--- config.mk ---
export PLATFORM = sky130hd
export DESIGN_NAME = rx_gen
export DESIGN_NICKNAME = d
export VERILOG_FILES = /design/src/rtl/rx_gen.sv
export SDC_FILE = /design/constraint.sdc
export NUM_CORES = 1
export LEC_CHECK = 0
export ABC_CLOCK_PERIOD_IN_PS = 7200
export CORE_UTILIZATION = 65
export CTS_BUF_LIST = sky130_fd_sc_hd__clkbuf_4 sky130_fd_sc_hd__clkbuf_8 sky130_fd_sc_hd__clkbuf_16
export CTS_CLUSTER_DIAMETER = 120
export DETAILED_ROUTE_END_ITERATION = 10
export PLACE_DENSITY = 0.82
export SYNTH_ARGS = -nofsm -noshare
export SYNTH_HDL_FRONTEND = slang
export SYNTH_SLANG_ARGS = --single-unit
--- constraint.sdc ---
create_clock -name clk -period 7.2 [get_ports clk]
set_input_delay 1.08 -clock clk [delete_from_list [all_inputs] [get_ports clk]]
set_output_delay 1.08 -clock clk [all_outputs]
set_load 0.05 [all_outputs]
--- src/rtl/rx_gen.sv ---
// Oversampled UART receiver: 2-flop synchroniser, start/data/parity/stop FSM,
// and a synchronous receive FIFO with sticky overflow/parity/framing flags.
module rx_gen #(
  parameter int DATA_BITS = 8,
  parameter int PARITY    = 0,
  parameter int STOP_BITS = 1,
  parameter int OVS       = 16,
  parameter int AW        = 4
) (
  input  logic                 clk,
  input  logic                 rst,
  input  logic                 ena,
  input  logic                 rxd,
  input  logic                 rx_fifo_ren,
  input  logic                 err_clr,
  output logic [DATA_BITS-1:0] rx_fifo_rdata,
  output logic                 rx_fifo_empty,
  output logic                 rx_fifo_full,
  output logic [AW:0]          rx_fifo_usedw,
  output logic                 rx_overflow,
  output logic                 parity_err,
  output logic                 frame_err
);
  localparam int TW    = $clog2(OVS);
  localparam int DEPTH = 2 ** AW;
  localparam logic [TW-1:0] HALF     = TW'(OVS / 2 - 1);
  localparam logic [TW-1:0] FULLT    = TW'(OVS - 1);
  localparam logic [AW:0]   FULL_CNT = {1'b1, {AW{1'b0}}};

  typedef enum logic [2:0] {S_IDLE, S_START, S_DATA, S_PARITY, S_STOP} state_t;

  logic                 sync1_q, sync2_q, prev_q;
  state_t               st_q;
  logic [TW-1:0]        tick_q;
  logic [3:0]           bit_q;
  logic [DATA_BITS-1:0] sh_q;
  logic                 bad_par_q, bad_stop_q, done_q;

  logic hit, par_ones, par_bad;

  always_ff @(posedge clk) begin
    if (rst) begin
      sync1_q <= 1'b1;
      sync2_q <= 1'b1;
      prev_q  <= 1'b1;
    end else begin
      sync1_q <= rxd;
      sync2_q <= sync1_q;
      prev_q  <= sync2_q;
    end
  end

  // START samples mid-bit; every later sample is one full bit period on.
  assign hit      = (st_q == S_START) ? (tick_q == HALF) : (tick_q == FULLT);
  assign par_ones = ^{sh_q, sync2_q};
  assign par_bad  = (PARITY == 1) ? ~par_ones : par_ones;

  always_ff @(posedge clk) begin
    if (rst) begin
      st_q       <= S_IDLE;
      tick_q     <= '0;
      bit_q      <= '0;
      sh_q       <= '0;
      bad_par_q  <= 1'b0;
      bad_stop_q <= 1'b0;
      done_q     <= 1'b0;
    end else begin
      done_q <= 1'b0;
      case (st_q)
        S_IDLE: begin
          if (prev_q && !sync2_q) begin
            st_q       <= S_START;
            tick_q     <= '0;
            bit_q      <= '0;
            bad_par_q  <= 1'b0;
            bad_stop_q <= 1'b0;
          end
        end
        default: begin
          if (ena) begin
            if (!hit) begin
              tick_q <= tick_q + 1'b1;
            end else begin
              tick_q <= '0;
              case (st_q)
                S_START: st_q <= sync2_q ? S_IDLE : S_DATA;
                S_DATA: begin
                  sh_q <= {sync2_q, sh_q[DATA_BITS-1:1]};
                  if (bit_q == 4'(DATA_BITS - 1)) begin
                    bit_q <= '0;
                    st_q  <= (PARITY != 0) ? S_PARITY : S_STOP;
                  end else begin
                    bit_q <= bit_q + 4'd1;
                  end
                end
                S_PARITY: begin
                  bad_par_q <= par_bad;
                  st_q      <= S_STOP;
                end
                S_STOP: begin
                  bad_stop_q <= bad_stop_q | ~sync2_q;
                  if (bit_q == 4'(STOP_BITS - 1)) begin
                    bit_q  <= '0;
                    st_q   <= S_IDLE;
                    done_q <= 1'b1;
                  end else begin
                    bit_q <= bit_q + 4'd1;
                  end
                end
                default: st_q <= S_IDLE;
              endcase
            end
          end
        end
      endcase
    end
  end

  logic [DATA_BITS-1:0] mem_q [DEPTH];
  logic [AW-1:0]        wptr_q, rptr_q;
  logic [AW:0]          cnt_q, cnt_d;
  logic [DATA_BITS-1:0] rdata_q;
  logic                 ovf_q, perr_q, ferr_q;
  logic                 rd, wr, ovf_set;

  assign rx_fifo_empty = (cnt_q == '0);
  assign rx_fifo_full  = (cnt_q == FULL_CNT);
  // A same-cycle read frees the slot a completing frame needs.
  assign rd      = rx_fifo_ren && !rx_fifo_empty;
  assign wr      = done_q && (!rx_fifo_full || rd);
  assign ovf_set = done_q && rx_fifo_full && !rd;

  always_comb begin
    cnt_d = cnt_q;
    if (wr && !rd)      cnt_d = cnt_q + 1'b1;
    else if (rd && !wr) cnt_d = cnt_q - 1'b1;
  end

  always_ff @(posedge clk) begin
    if (wr) mem_q[wptr_q] <= sh_q;
  end

  always_ff @(posedge clk) begin
    if (rst) begin
      wptr_q  <= '0;
      rptr_q  <= '0;
      cnt_q   <= '0;
      rdata_q <= '0;
      ovf_q   <= 1'b0;
      perr_q  <= 1'b0;
      ferr_q  <= 1'b0;
    end else begin
      if (wr) wptr_q <= wptr_q + 1'b1;
      if (rd) begin
        rdata_q <= mem_q[rptr_q];
        rptr_q  <= rptr_q + 1'b1;
      end
      cnt_q  <= cnt_d;
      ovf_q  <= (ovf_q  & ~err_clr) | ovf_set;
      perr_q <= (perr_q & ~err_clr) | (done_q & bad_par_q);
      ferr_q <= (ferr_q & ~err_clr) | (done_q & bad_stop_q);
    end
  end

  assign rx_fifo_rdata = rdata_q;
  assign rx_fifo_usedw = cnt_q;
  assign rx_overflow   = ovf_q;
  assign parity_err    = perr_q;
  assign frame_err     = ferr_q;
endmodule

==> metrics, run 1 <==
beginning of the critical path=rx_fifo_ren; Synth async-reset ratio=0; RSZ-0062 raised after global routing=no; total track usage=0.278; Final Setup Violations=0; die area=11,600 um^2; Peak VDD IR=0.180 mV; Synth top area share=0.531; Post-synth EDFFs=128; minimum clock period=3.81 ns; sequential power share=0.433; synthesized cell area=7240 um^2; diodes inserted=0; Slew @ Worst Pin=0.889 ns; top cells by area, synth=edfxtp_1 (53%), dfxtp_1 (14%), mux4_2 (9.9%); Initial DRC Count=338; outcome=finished, final reports clean; CP Capture Type=flop; Internal Power=1870 uW; htree depth=4; crit path max fanout=18; clk buf depth=2; FMAX=263 MHz; # DRC=0; DR vias=4,162; yosys warns=0; Nets=526; post-CTS setup buffers=0; Die X=108 um; Slew headroom=0.407; R2R cell count=11; Most used DFF post-synth=edfxtp_1; Initial DRT Pass Iterations=5; Top-Level Pins=24; Sink Count=177; syn_area_per_cell=14.9 um^2; CP arrival=4.22 ns; final total power=2670 uW; Max-Cap Viols=0; Seq/Total Area, Yosys=0.666; CTS tree=yes; r2r setup slk=3.78 ns; Pins Over Slew Limit=0; row cnt=38; final setup TNS=0 ns; Pleak=0.00291 uW; first-pass GRT wire length=22,500 um; wirelength, routed=14,800 um; TritonCTS buffer count=17; post-route ant nets=0; cts hold-fix bufs=0; Startpoint Class=primary input; initial antenna violation count=0; starting density of the core=0.668; reg2reg end=rx_fifo_usedw[4]; wire per inst=22.5 um; area grow syn2layout=12.2%; die height=108 um; PostCTS Resize Cnt=0; leading area contributor after synthesis=edfxtp_1; Min-Delay Path Class=flop to flop; Sw Share=0.301; vias in the first global route=4,080; fill count=636; Yosys cell types=56; Core Box Area=10,800 um^2; GRT Residual Overflow=0; crit path kind=primary input to flop; # port buffers=23; syn nets=504; worst path required time=7.61 ns; vias per inst=6.31; skew final=0.00775 ns; r2r startpoint=rx_fifo_usedw[2]; sw power=803 uW; pwr/cell area=329 nW/um^2; largest net degree at the start of global routing=51; clock latency on the worst-skew pair=0.52 ns; Worst-path clk slew=0.07 ns; Clock Power Share=0.321; layout cells sized above 1=0.160; CP endpoint=rx_fifo_usedw[4]; final hold viol count=0; combinational share of power=0.246; Yosys reg bits=177; RD Place Congestion=0.798; Root Buffer=clkbuf_8; Post-Synthesis Cells=485; hpwl dp=8760 um; crit share post-route=0.529
cell usage after synthesis (all sizes together) (4+ instances only):
cell / count
xor2: 6
mux4: 32
ha: 12
nand2: 18
o21ai: 5
buf: 15
nor2b: 5
a21oi: 32
a22oi: 19
clkbuf: 11
inv: 11
nand3: 4
nand3b: 4
xnor2: 8
nor3: 9
or2: 4
nor2: 59
mux2i: 10
edfxtp: 128
dfxtp: 49
stage by stage:
step / utilization / hold slack, ns / setup WS, ns / instance area (um^2) / cells
after floorplan: - / 0.389 / 3.80 / 7240 / 485
after global placement: 0.698 / 0.394 / 3.02 / 7560 / 628
after detailed placement: 0.698 / 0.403 / 2.91 / 7560 / 628
after CTS: 0.750 / 0.422 / 3.42 / 8130 / 660
after global routing: 0.750 / 0.452 / 3.26 / 8130 / 660
final: 0.750 / 0.422 / 3.39 / 8130 / 660
registers in the layout (all words and copies together), names as in the netlist, 3 cells and up:
name / cells
mem_q: 128
rx_fifo_rdata: 8
sh_q: 8
rx_fifo_usedw: 5
bit_q: 4
rptr_q: 4
tick_q: 4
wptr_q: 4
st_q: 3
cells by family (layout without fill, tap and decap cells):
kind of cell	after synthesis	after routing	synth area share
xor+xnor	15	15	0.0200
compound gates	71	71	0.0625
fa+ha+maj	14	14	0.0249
buf+inv	38	73	0.0238
simple gates	126	126	0.0864
mux	44	44	0.116
flops	177	177	0.666
layout make-up:
type,instances,area (um^2),area share
clock buffers,21,457,0.0562
clock inverters,11,105,0.0129
inverters,12,45.0,0.00554
multi-input cells,270,2250,0.277
flip-flops and latches,177,4830,0.594
well taps,140,175,0.0216
repair buffers,29,270,0.0333
metal layers:
metal	track usage	routed length, um
met1	0.358	5660
met2	0.461	7720
met3	0.0630	1190
met4	0.110	280
met5	0	0
worst min-delay path by stage:
| stage | start | endpoint | slack [ns] | cells after the start |
|---|---|---|---|---|
| global placement | sync1_q | sync2_q | 0.39 | 1 |
| finish | sync1_q | sync2_q | 0.42 | 1 |
| floorplan | sync1_q | sync2_q | 0.39 | 1 |
| detailed placement | sync1_q | sync2_q | 0.40 | 1 |
| CTS | sync1_q | sync2_q | 0.42 | 1 |
| global route | sync1_q | sync2_q | 0.45 | 1 |
worst max-delay path, stage by stage:
cell and delay [ns]:
clkdlybuf4s50_1 0.52, o21a_1 0.25, clkinv_1 0.43, ha_1 0.42
inv_1 0.12, ha_1 0.27, nor2b_1 0.16, o21a_1 0.17
or3_1 0.30, a21oi_1 0.16, mux2_2 0.34
placed cells by master, fill, tap and decap left out, drive strengths merged, types with 3 or more instances in the layout:
cell and count:
a21oi 32, clkinv 9, clkbuf 21, xor2 6, nand2b 3, clkdlybuf4s50 22
mux4 32, xnor2 8, nor3 9, nand4 3, nor2 59, nand2 18
dfxtp 49, buf 7, ha 12, nand3b 4, edfxtp 128, mux2i 10
a22oi 19, inv 13, or2 4, nor2b 5, o21ai 5, or3 3
nand3 4
power groups by stage:
| stage | Sequential [uW] | Combinational, uW | Clock [uW] |
|---|---|---|---|
| after global placement | 1170 | 634 | 0 |
| after global routing | 1160 | 703 | 913 |
| after floorplan | 1280 | 390 | 0 |
| after CTS | 1150 | 661 | 869 |
| after detailed placement | 1170 | 648 | 0 |
| final | 1160 | 657 | 858 |
No activity file was read; power rests on OpenSTA's default activity.
==> inputs of run 2 (changes only) <==
- ABC_CLOCK_PERIOD_IN_PS: 7200 -> 3700
- CORE_UTILIZATION: 65 -> 61
- PLACE_DENSITY: 0.82 -> 0.77
- clock period: 7.2 -> 3.7 ns (I/O delays scaled with it)
==> run 2 against run 1 <==
Effect of this change:
- register-to-register slack lost 3.3 ns
- first-iteration DRC count grew 1.8%
- via count is 2.5% lower
- total power up 94%
- critical endpoint unchanged
==> metrics, run 2 (synthesis gave the netlist of run 1 again) <==
CP Capture Type=flop; post-route ant nets=0; pwr/cell area=635 nW/um^2; most common cell after layout, fill and taps aside=edfxtp_1; Hold Path Stages=1; # port buffers=23; diodes inserted=0; Pins Over Slew Limit=0; Finished Layout Cells=667; area grow syn2layout=12.7%; r2r setup slk=0.47 ns; die area=12,300 um^2; TritonCTS buffer count=17; CP arrival=3.54 ns; skew final=0.0109 ns; worst path required time=4.00 ns; Final Setup Violations=0; Slew @ Worst Pin=0.929 ns; Final Cell Area=8170 um^2; Root Buffer=clkbuf_16; DR vias=4,060; max FFs per register=128; final hold viol count=0; reg2reg end=rx_fifo_usedw[4]; Max stage delay on crit path=0.57 ns; Peak VDD IR=0.355 mV; Most flops, register=mem_q; Initial DRC Count=344; Internal Power=3630 uW; starting density of the core=0.629; RSZ-0062 raised after global routing=no; Min-Delay Path Class=flop to flop; total track usage=0.234; Pleak=0.00299 uW; die height=111 um; Hold EP=sync2_q; GRT Residual Overflow=0; Sink Count=177; dpl cells=635; largest net degree at the start of global routing=51; Hold Crit Start=sync1_q; first-pass GRT wire length=21,500 um; initial antenna violation count=0; CP bufs+invs=1; cts hold-fix bufs=0; FMAX=309 MHz; CTS tree=yes; # DRC=0; Worst-path clk slew=0.06 ns; most frequent CP cell=ha_1; Max-Cap Viols=0; sw power=1550 uW; r2r startpoint=rx_fifo_usedw[2]; crit path max fanout=9; outcome=finished, final reports clean; Startpoint Class=flop; clock latency on the worst-skew pair=0.42 ns; fin util=0.709; crit-path cells=or4_4 > o31a_1 > ha_1 > inv_1 > ha_1 > nor2b_1 > o21a_1 > or3_1 > a21oi_1 > mux2_2; htree depth=4; Sw Share=0.300; crit path kind=flop to flop; row cnt=39; wirelength, routed=13,500 um; RD Place Congestion=0.792; combinational share of power=0.237; most frequent cells in the layout=edfxtp_1 (128), nor2_1 (59), dfxtp_1 (48); vias in the first global route=4,120; final setup TNS=0 ns; Initial DRT Pass Iterations=4; wire per inst=20.2 um; crit share post-route=0.874; Die X=111 um; layout cells sized above 1=0.166; placed inst area=7600 um^2; R2R cell count=10; sequential power share=0.437; minimum clock period=3.23 ns; Top-Level Pins=24; Worst path top cell family by delay=simple AND/OR/NAND/NOR gates; hpwl dp=8610 um; clk buf depth=2; Slew headroom=0.381; Nets=530; PostCTS Resize Cnt=0; post-CTS setup buffers=0; Slowest-stage cell, CP=or4_4; vias per inst=6.09; Clock Power Share=0.325; Core Box Area=11,500 um^2
-- run 2: area by class of cell --
class                      instances  area [um^2]
tap                              143          179
sequential                       177         4830
timing repair buffer              33          300
multi-input combinational        270         2250
clock buffer                      21          490
fill                             730         3350
clock inverter                    11         78.8
inverter                          12         45.0
-- run 2: worst max-delay path by stage --
stage / from / to / slack [ns] / cells after the start
after global placement: rx_fifo_ren / rx_fifo_usedw[4] / 0.40 / 10
after detailed placement: rx_fifo_ren / rx_fifo_usedw[4] / 0.32 / 10
final: rx_fifo_usedw[2] / rx_fifo_usedw[4] / 0.47 / 10
after floorplan: rx_fifo_usedw[2] / rx_fifo_usedw[4] / 0.32 / 12
after global routing: rx_fifo_usedw[2] / rx_fifo_usedw[4] / 0.29 / 10
after CTS: rx_fifo_usedw[2] / rx_fifo_usedw[4] / 0.48 / 10
-- run 2: metal layers --
| metal | vias up | part of all wire | GRT usage |
|---|---|---|---|
| li1 | 1896 | - | - |
| met3 | 19 | 0.036 | 0.0454 |
| met2 | 80 | 0.52 | 0.406 |
| met5 | - | 0 | 0 |
| met4 | 0 | 0.015 | 0.0849 |
| met1 | 2065 | 0.43 | 0.295 |
-- run 2: power groups by stage --
stage	Sequential (uW)	Combinational, uW	Clock (uW)
final	2270	1230	1690
after global routing	2280	1310	1780
after CTS	2270	1240	1700
after detailed placement	2310	1230	0
after global placement	2310	1200	0
after floorplan	2460	751	0
-- run 2: worst register-to-register path: stages, from the launching register on --
cell     delay [ns]
dfxtp_1        0.35
or4_4          0.58
o31a_1         0.38
ha_1           0.30
inv_1          0.12
ha_1           0.26
nor2b_1        0.15
o21a_1         0.17
or3_1          0.30
a21oi_1        0.17
mux2_2         0.34
-- run 2: through the flow --
step	setup WS (ns)	total power (uW)	hold WS [ns]
2_1_floorplan	0.316	3210	0.389
3_3_place_gp	0.401	3510	0.395
3_5_place_dp	0.321	3540	0.396
4_1_cts	0.476	5210	0.422
5_1_grt	0.287	5380	0.451
6_report	0.465	5190	0.423
